<file path="src/rtl/fifo_word_to_uart.sv">
// Drains DATA_W-bit words from a 1-cycle-latency FIFO and serialises each one
// into bytes on a valid/ready UART TX port, with an optional sync header byte.
// Ports: clk, rstn (sync, active-low), enable (permit reads),
//   fifo_dout/fifo_empty/fifo_rd_en (FIFO side),
//   uart_data/uart_valid/uart_ready (byte side),
//   busy (word in flight), words_sent (completed words, wraps).
module fifo_word_to_uart #(
  parameter int unsigned DATA_W    = 32,
  parameter bit          MSB_FIRST = 1'b1,
  parameter int unsigned FRAME_LEN = 0,
  parameter logic [7:0]  HEADER    = 8'hA5,
  parameter int unsigned CNT_W     = 16
) (
  input  logic              clk,
  input  logic              rstn,
  input  logic              enable,
  input  logic [DATA_W-1:0] fifo_dout,
  input  logic              fifo_empty,
  output logic              fifo_rd_en,
  output logic [7:0]        uart_data,
  output logic              uart_valid,
  input  logic              uart_ready,
  output logic              busy,
  output logic [CNT_W-1:0]  words_sent
);

  localparam int unsigned NBYTES = DATA_W / 8;
  localparam int unsigned IDX_W  =
    (NBYTES > 1) ? $clog2(NBYTES) : 1;
  localparam int unsigned FC_W   =
    (FRAME_LEN > 1) ? $clog2(FRAME_LEN) : 1;
  localparam logic [IDX_W-1:0] LAST_IDX =
    IDX_W'(NBYTES - 1);
  localparam logic [FC_W-1:0] LAST_FC =
    FC_W'((FRAME_LEN == 0) ? 0 : FRAME_LEN - 1);

  typedef enum logic [1:0] {
    IDLE,
    LATCH,
    HDR,
    BYTE
  } state_t;

  state_t             state_q, state_d;
  logic [DATA_W-1:0]  word_q, word_d;
  logic [IDX_W-1:0]   idx_q, idx_d;
  logic [FC_W-1:0]    fc_q, fc_d;
  logic [CNT_W-1:0]   ws_q, ws_d;
  logic [7:0]         data_q, data_d;
  logic               valid_q, valid_d;
  logic               xfer;

  // Byte number idx of a word, counted in transmit order.
  function automatic logic [7:0] pick(
    input logic [DATA_W-1:0] w,
    input logic [IDX_W-1:0]  idx
  );
    logic [7:0] b;
    b = '0;
    for (int k = 0; k < NBYTES; k++) begin
      if (IDX_W'(k) == idx) begin
        if (MSB_FIRST) b = w[DATA_W-1-8*k -: 8];
        else           b = w[8*k +: 8];
      end
    end
    return b;
  endfunction

  assign fifo_rd_en = (state_q == IDLE) && enable
                      && !fifo_empty;
  assign busy       = (state_q != IDLE);
  assign uart_data  = data_q;
  assign uart_valid = valid_q;
  assign words_sent = ws_q;
  assign xfer       = valid_q && uart_ready;

  always_comb begin
    state_d = state_q;
    word_d  = word_q;
    idx_d   = idx_q;
    fc_d    = fc_q;
    ws_d    = ws_q;
    data_d  = data_q;
    valid_d = valid_q;
    unique case (state_q)
      IDLE: begin
        if (fifo_rd_en) state_d = LATCH;
      end
      LATCH: begin
        word_d  = fifo_dout;
        idx_d   = '0;
        valid_d = 1'b1;
        // frame_cnt==0 marks the first word of a frame
        if (FRAME_LEN != 0 && fc_q == '0) begin
          state_d = HDR;
          data_d  = HEADER;
        end else begin
          state_d = BYTE;
          data_d  = pick(fifo_dout, '0);
        end
      end
      HDR: begin
        if (xfer) begin
          state_d = BYTE;
          data_d  = pick(word_q, '0);
        end
      end
      BYTE: begin
        if (xfer) begin
          if (idx_q == LAST_IDX) begin
            state_d = IDLE;
            valid_d = 1'b0;
            ws_d    = ws_q + 1'b1;
            fc_d    = (fc_q == LAST_FC) ? '0
                                        : fc_q + 1'b1;
          end else begin
            idx_d  = idx_q + 1'b1;
            data_d = pick(word_q, idx_q + 1'b1);
          end
        end
      end
      default: state_d = IDLE;
    endcase
  end

  always_ff @(posedge clk) begin
    if (!rstn) begin
      state_q <= IDLE;
      word_q  <= '0;
      idx_q   <= '0;
      fc_q    <= '0;
      ws_q    <= '0;
      data_q  <= '0;
      valid_q <= 1'b0;
    end else begin
      state_q <= state_d;
      word_q  <= word_d;
      idx_q   <= idx_d;
      fc_q    <= fc_d;
      ws_q    <= ws_d;
      data_q  <= data_d;
      valid_q <= valid_d;
    end
  end

endmodule
</file>
<file path="config.mk">
export PLATFORM = sky130hd
export DESIGN_NAME = fifo_word_to_uart
export DESIGN_NICKNAME = d
export VERILOG_FILES = /design/src/rtl/fifo_word_to_uart.sv
export SDC_FILE = /design/constraint.sdc
export NUM_CORES = 1
export LEC_CHECK = 0
export ABC_AREA = 0
export BUFFER_PORTS_ARGS = -buffer_cell sky130_fd_sc_hd__buf_2
export CORE_ASPECT_RATIO = 0.9
export CORE_MARGIN = 1.5
export CORE_UTILIZATION = 25
export CTS_CLUSTER_DIAMETER = 100
export DETAILED_ROUTE_END_ITERATION = 8
export PLACE_DENSITY = 0.48
export SLEW_MARGIN = 20
export SYNTH_ARGS = -nofsm -noshare
export SYNTH_HDL_FRONTEND = slang
export SYNTH_SLANG_ARGS = --single-unit
</file>
<file path="constraint.sdc">
create_clock -name clk -period 5.1 [get_ports clk]
set_input_delay 1.02 -clock clk [delete_from_list [all_inputs] [get_ports clk]]
set_output_delay 1.02 -clock clk [all_outputs]
set_load 0.02 [all_outputs]
</file>
==> out/qor.yml, run 1 <==
die_y_um: 105
ys.flop_type: "dfxtp_1"
grt_pass1_vias: 2217
place.gp.congestion: 0.776
cts_setup_buffers: 0
cp-start-kind: "flip-flop"
io_pins: 64
yosysWarnings: 0
final_core_util_pct: 31.8
path_class: "reg2reg"
setup_viol: 0
syn_nets: 370
synth_seq_cells: 61
root_buffer: "clkbuf_16"
p_sw_w: 0.000571
syn_inst: 322
cts.reportedPaths.clkPinSlew_ps: 60
fp.dieW_um: 116
dr.pass1.iters: 5
hold_viol_final: 0
p_int_w: 0.00117
yosysSeqAreaShare_pct: 42.3
worstPathRequired_ps: 5350
drtAntennaViolNets: 0
worst-endpoint-arrival_ps: 2810
cts.sinks: 61
hold_slack_ps: 478
combPwrFrac_pct: 28.8
overflow: 0
diodes: 0
multi_input_area_um2: 1520
cpMaxStageDelayCell: "ha_1"
avgSynthCellArea_um2: 8.96
tightest_slew_ps: 1060
yosys.area.top_type: "dfxtp_1"
routedWlPerCell_um: 13.5
ys_types: 42
maxCapViolCount: 0
skew_ps: 7.69
wirelength_um: 7260
vias: 2418
crit_path_cell_trace: "ha_1 > nand4_4 > or2_1 > or4_1 > a21oi_1"
start_util_pct: 25.4
die_area_um2: 12200
cts-htree-levels: 3
crit_path_max_fanout: 21
drv_slew: 0
coreArea_um2: 11300
synth-edff-count: 0
setup_slack_ps: 2540
drive_gt1_share_pct: 21.1
post_cts_resized: 0
num-nets-final: 423
clock.fmax_mhz: 390
cpPeakStageDelay_ps: 740
hpwl_um: 5090
grt_max_degree: 54
hp-class: "reg2reg"
finalCritPeriodShare_pct: 50.3
avgViaCountPerCell: 4.51
ys_top_cells_by_area: "dfxtp_1 42%, mux2i_1 11%, nor2_1 6.5%"
rsz0062_at_grt: "no"
swShare_pct: 32.8
antenna_found_initial: 0
grt_first_pass_wirelength_um: 11600
p_leak_nw: 1.43
p_per_area_nw_per_um2: 483
cts_hold_buf: 0
cp-end-kind: "flip-flop"
drc: 0
ir_drop_v: 0.000174
pre_cts_slack_ps: 2530
syn-cell-area_um2: 2880
clk_path_buf_depth: 2
track_usage_pct: 12.3
seq_area_um2: 1220
yosysTopAreaCellShare_pct: 42.3
drt-initial-drc-count: 127
min_period_ps: 2560
fillers: 1217
slew_headroom_pct: 29.6
clk_latency_ps: 330
numCtsBuffers: 9
async_flop_share_pct: 0
tritoncts: "built"
p_clk_share_pct: 34.4
num_rows: 37
area_growth_pct: 24.9
setup_tns_ps: 0
outcome: "finished, final reports clean"
port_buffers: 63
power_frac_seq_pct: 36.7
[path summary, 6_finish.rpt]
kind	startpoint	end	slack, ps	cells past startpoint
worst max-delay path	state_q[0]	words_sent[13]	2540	5
worst min-delay path	words_sent[15]	words_sent[15]	480	2
worst max register to register	state_q[0]	words_sent[13]	2540	5
worst min register to register	words_sent[15]	words_sent[15]	480	2
[per-layer routing]
metal	global-route usage, %	vias to the layer above	part of all wire [%]
li1	-	1255	-
met1	17.3	1111	51
met2	17.7	47	44
met3	3.77	5	4.1
met4	4.18	0	0.94
met5	0	-	0
[layout by cell type, fill, tap and decap left out, types with 7 or more instances in the layout]
cell	n
mux2i_1	33
ha_1	10
nand2b_1	7
clkbuf_16	9
buf_2	63
dfxtp_1	61
o21ai_0	10
inv_1	13
nand2_1	13
a21oi_1	23
nor2_1	50
[synthesized netlist by cell type, types with 6 or more instances]
master	count
inv_1	13
a21oi_1	23
ha_1	11
nand3_1	6
a221oi_1	6
mux2i_1	33
a211oi_1	6
clkbuf_1	17
nand2_1	13
nand2b_1	7
nor2_1	50
dfxtp_1	61
o21ai_0	10
[metrics by stage]
stage / power (W) / area (um^2) / cells
detailed placement: 0.00115 / 3310 / 520
floorplan: 0.00102 / 2880 / 322
global placement: 0.00114 / 3310 / 520
CTS: 0.00176 / 3600 / 536
finish: 0.00174 / 3600 / 536
global route: 0.00184 / 3600 / 536
[power groups by stage]
stage               clock (W)  sequential, W  combinational, W
floorplan                   0       0.000651          0.000365
global placement            0       0.000646          0.000498
detailed placement          0       0.000647          0.000508
CTS                  0.000615       0.000640          0.000509
global route         0.000640       0.000650          0.000555
finish               0.000599       0.000639          0.000502
[layout make-up]
class | instances | area share [%]
Multi-Input combinational cell | 226 | 42.3
Sequential cell | 61 | 33.9
Timing Repair Buffer | 63 | 8.75
Clock buffer | 12 | 6.84
Tap cell | 156 | 5.42
Inverter | 14 | 1.46
Clock inverter | 4 | 1.32
[worst max-delay path, delay by kind of cell (launching register included)]
kind / cells / cell delay, ps
compound gates: 1 / 150
fa+ha+maj: 1 / 740
simple gates: 3 / 1210
flops: 1 / 400
[cell families after synthesis]
| kind of cell | after synthesis | synth area share (%) |
|---|---|---|
| AOI/OAI and AO/OA | 68 | 15.5 |
| xor gates and xnor gates | 8 | 2.43 |
| adders and majority gates | 11 | 4.77 |
| buffers and inverters | 35 | 4.90 |
| DFF | 61 | 42.3 |
| muxes | 33 | 11.5 |
| and+or+nand+nor | 106 | 18.6 |
[sequential cells by signal, summed over array words and instances, names as in the netlist]
register / cells
uart_data: 8
word_q: 32
words_sent: 16
idx_q: 2
state_q: 2
uart_valid: 1
(Power assumes the default switching activity.)
==> run 2, diff against run 1 <==
==> constraint.sdc (replaced) <==
create_clock -name clk -period 2.69 [get_ports clk]
set_input_delay 0.538 -clock clk [delete_from_list [all_inputs] [get_ports clk]]
set_output_delay 0.538 -clock clk [all_outputs]
set_load 0.02 [all_outputs]
==> out/qor.yml, run 2 (synthesized netlist as in run 1, its figures left out) <==
slew_headroom_pct: 61.5
p_leak_nw: 1.46
cts_hold_buf: 0
fillers: 1211
drc: 0
tightest_slew_ps: 577
worstReg2RegEnd: "words_sent[15]"
worst_r2r_startpoint: "idx_q[0]"
track_usage_pct: 12.3
drt-initial-drc-count: 128
avgViaCountPerCell: 4.53
io_pins: 64
overflow: 0
num-nets-final: 427
tritoncts: "built"
p_int_w: 0.00223
hp-class: "in2reg"
rsz0062_at_grt: "no"
drive_gt1_share_pct: 22.4
die_area_um2: 12200
place.gp.congestion: 0.790
start_util_pct: 25.4
finalCritPeriodShare_pct: 74.2
skew_ps: 6.17
swShare_pct: 33.4
wirelength_um: 7320
largest_reg_flops: 32
post_cts_resized: 0
min_period_ps: 2000
cp-end-kind: "flip-flop"
power_frac_seq_pct: 36.0
area_growth_pct: 26.6
crit_path_cell_trace: "ha_1 > nand4_4 > or2_1 > or4_1 > a21oi_1"
cp-start-kind: "flip-flop"
worst-endpoint-arrival_ps: 2250
ir_drop_v: 0.000307
min_from: "fifo_dout[23]"
p_clk_share_pct: 34.1
critical_path_buf_inv_count: 0
path_class: "reg2reg"
grt_pass1_vias: 2224
worstSetupStartpoint: "idx_q[0]"
p_sw_w: 0.00112
coreArea_um2: 11300
hpwl_um: 5330
cts.reportedPaths.clkPinSlew_ps: 60
die_y_um: 105
cts_setup_buffers: 0
clk_path_buf_depth: 2
combPwrFrac_pct: 29.9
worstRegToRegCells: 5
drv_slew: 0
pre_cts_slack_ps: 701
cts-htree-levels: 3
setup_slack_ps: 695
clock.fmax_mhz: 501
layout_common_cells: "63 x buf_2, 61 x dfxtp_1, 50 x nor2_1"
antenna_found_initial: 0
numCtsBuffers: 9
port_buffers: 63
r2r_slack_ps: 690
diodes: 0
root_buffer: "clkbuf_16"
largest_register: "word_q"
grt_max_degree: 54
drtAntennaViolNets: 0
worstPathRequired_ps: 2940
cpMaxStageDelayCell: "or4_1"
p_per_area_nw_per_um2: 920
dr.pass1.iters: 4
min_path_cells: 3
outcome: "finished, final reports clean"
setup_tns_ps: 0
clk_latency_ps: 320
routedWlPerCell_um: 13.6
crit_path_max_fanout: 9
cpPeakStageDelay_ps: 530
setup_viol: 0
num_rows: 37
cts.sinks: 61
final_common_cell: "buf_2"
grt_first_pass_wirelength_um: 11500
maxCapViolCount: 0
vias: 2444
fp.dieW_um: 116
min_to: "word_q[23]"
cp_top_family: "simple AND/OR/NAND/NOR gates"
hold_viol_final: 0
## run 2: cell types whose count changed in the layout (fill, tap and decap cells not counted)
cell / previous run / this run
clkbuf_1: 2 / 0
inv_6: 0 / 1
clkinv_4: 0 / 2
buf_4: 0 / 3
clkbuf_8: 1 / 0
buf_12: 0 / 1
## run 2: power groups by stage
stage | logic [W] | registers (W) | clock network (W)
floorplan | 0.000692 | 0.00123 | 0
global placement | 0.00100 | 0.00122 | 0
finish | 0.00100 | 0.00121 | 0.00115
CTS | 0.00102 | 0.00121 | 0.00118
detailed placement | 0.00101 | 0.00122 | 0
global route | 0.00111 | 0.00123 | 0.00122
## run 2: area by class of cell
type                    count  area, um^2  area share [%]
clock buffers               9         225            6.17
inverters                  14        52.6            1.44
flip-flops and latches     61        1220            33.5
repair buffers             67         358            9.80
well taps                 156         195            5.35
multi-input cells         226        1520            41.8
clock inverters             7        73.8            2.02
## run 2: tightest hold or removal path, delay by kind of cell
kind                   cells  cell delay [ps]
AND/OR/NAND/NOR            1               70
buffers and inverters      1               70
multiplexers               1               50
## run 2: worst max path at each step
stage,to,slack [ps],cells past startpoint
after floorplan,words_sent[13],830,6
after CTS,words_sent[15],690,5
after global routing,words_sent[15],560,5
after detailed placement,words_sent[15],700,5
after global placement,words_sent[13],740,5
final,words_sent[15],690,5
## run 2: metal layers
layer	vias up	global-route usage, %	share of wire [%]	wire [um]
met5	-	0	0	0
met4	0	4.97	1.5	107
met3	9	3.02	4.2	309
met2	58	17.9	44	3190
met1	1112	17.3	51	3720
li1	1265	-	-	-
## run 2: through the flow
step                utilization, %  area (um^2)  std cells  hold WS, ps  total power [W]
global route                  32.2         3650        540          446          0.00356
CTS                           32.2         3650        540          442          0.00340
finish                        32.2         3650        540          447          0.00336
global placement              29.5         3350        524          470          0.00222
floorplan                        -         2880        322          451          0.00193
detailed placement            29.5         3350        524          473          0.00224
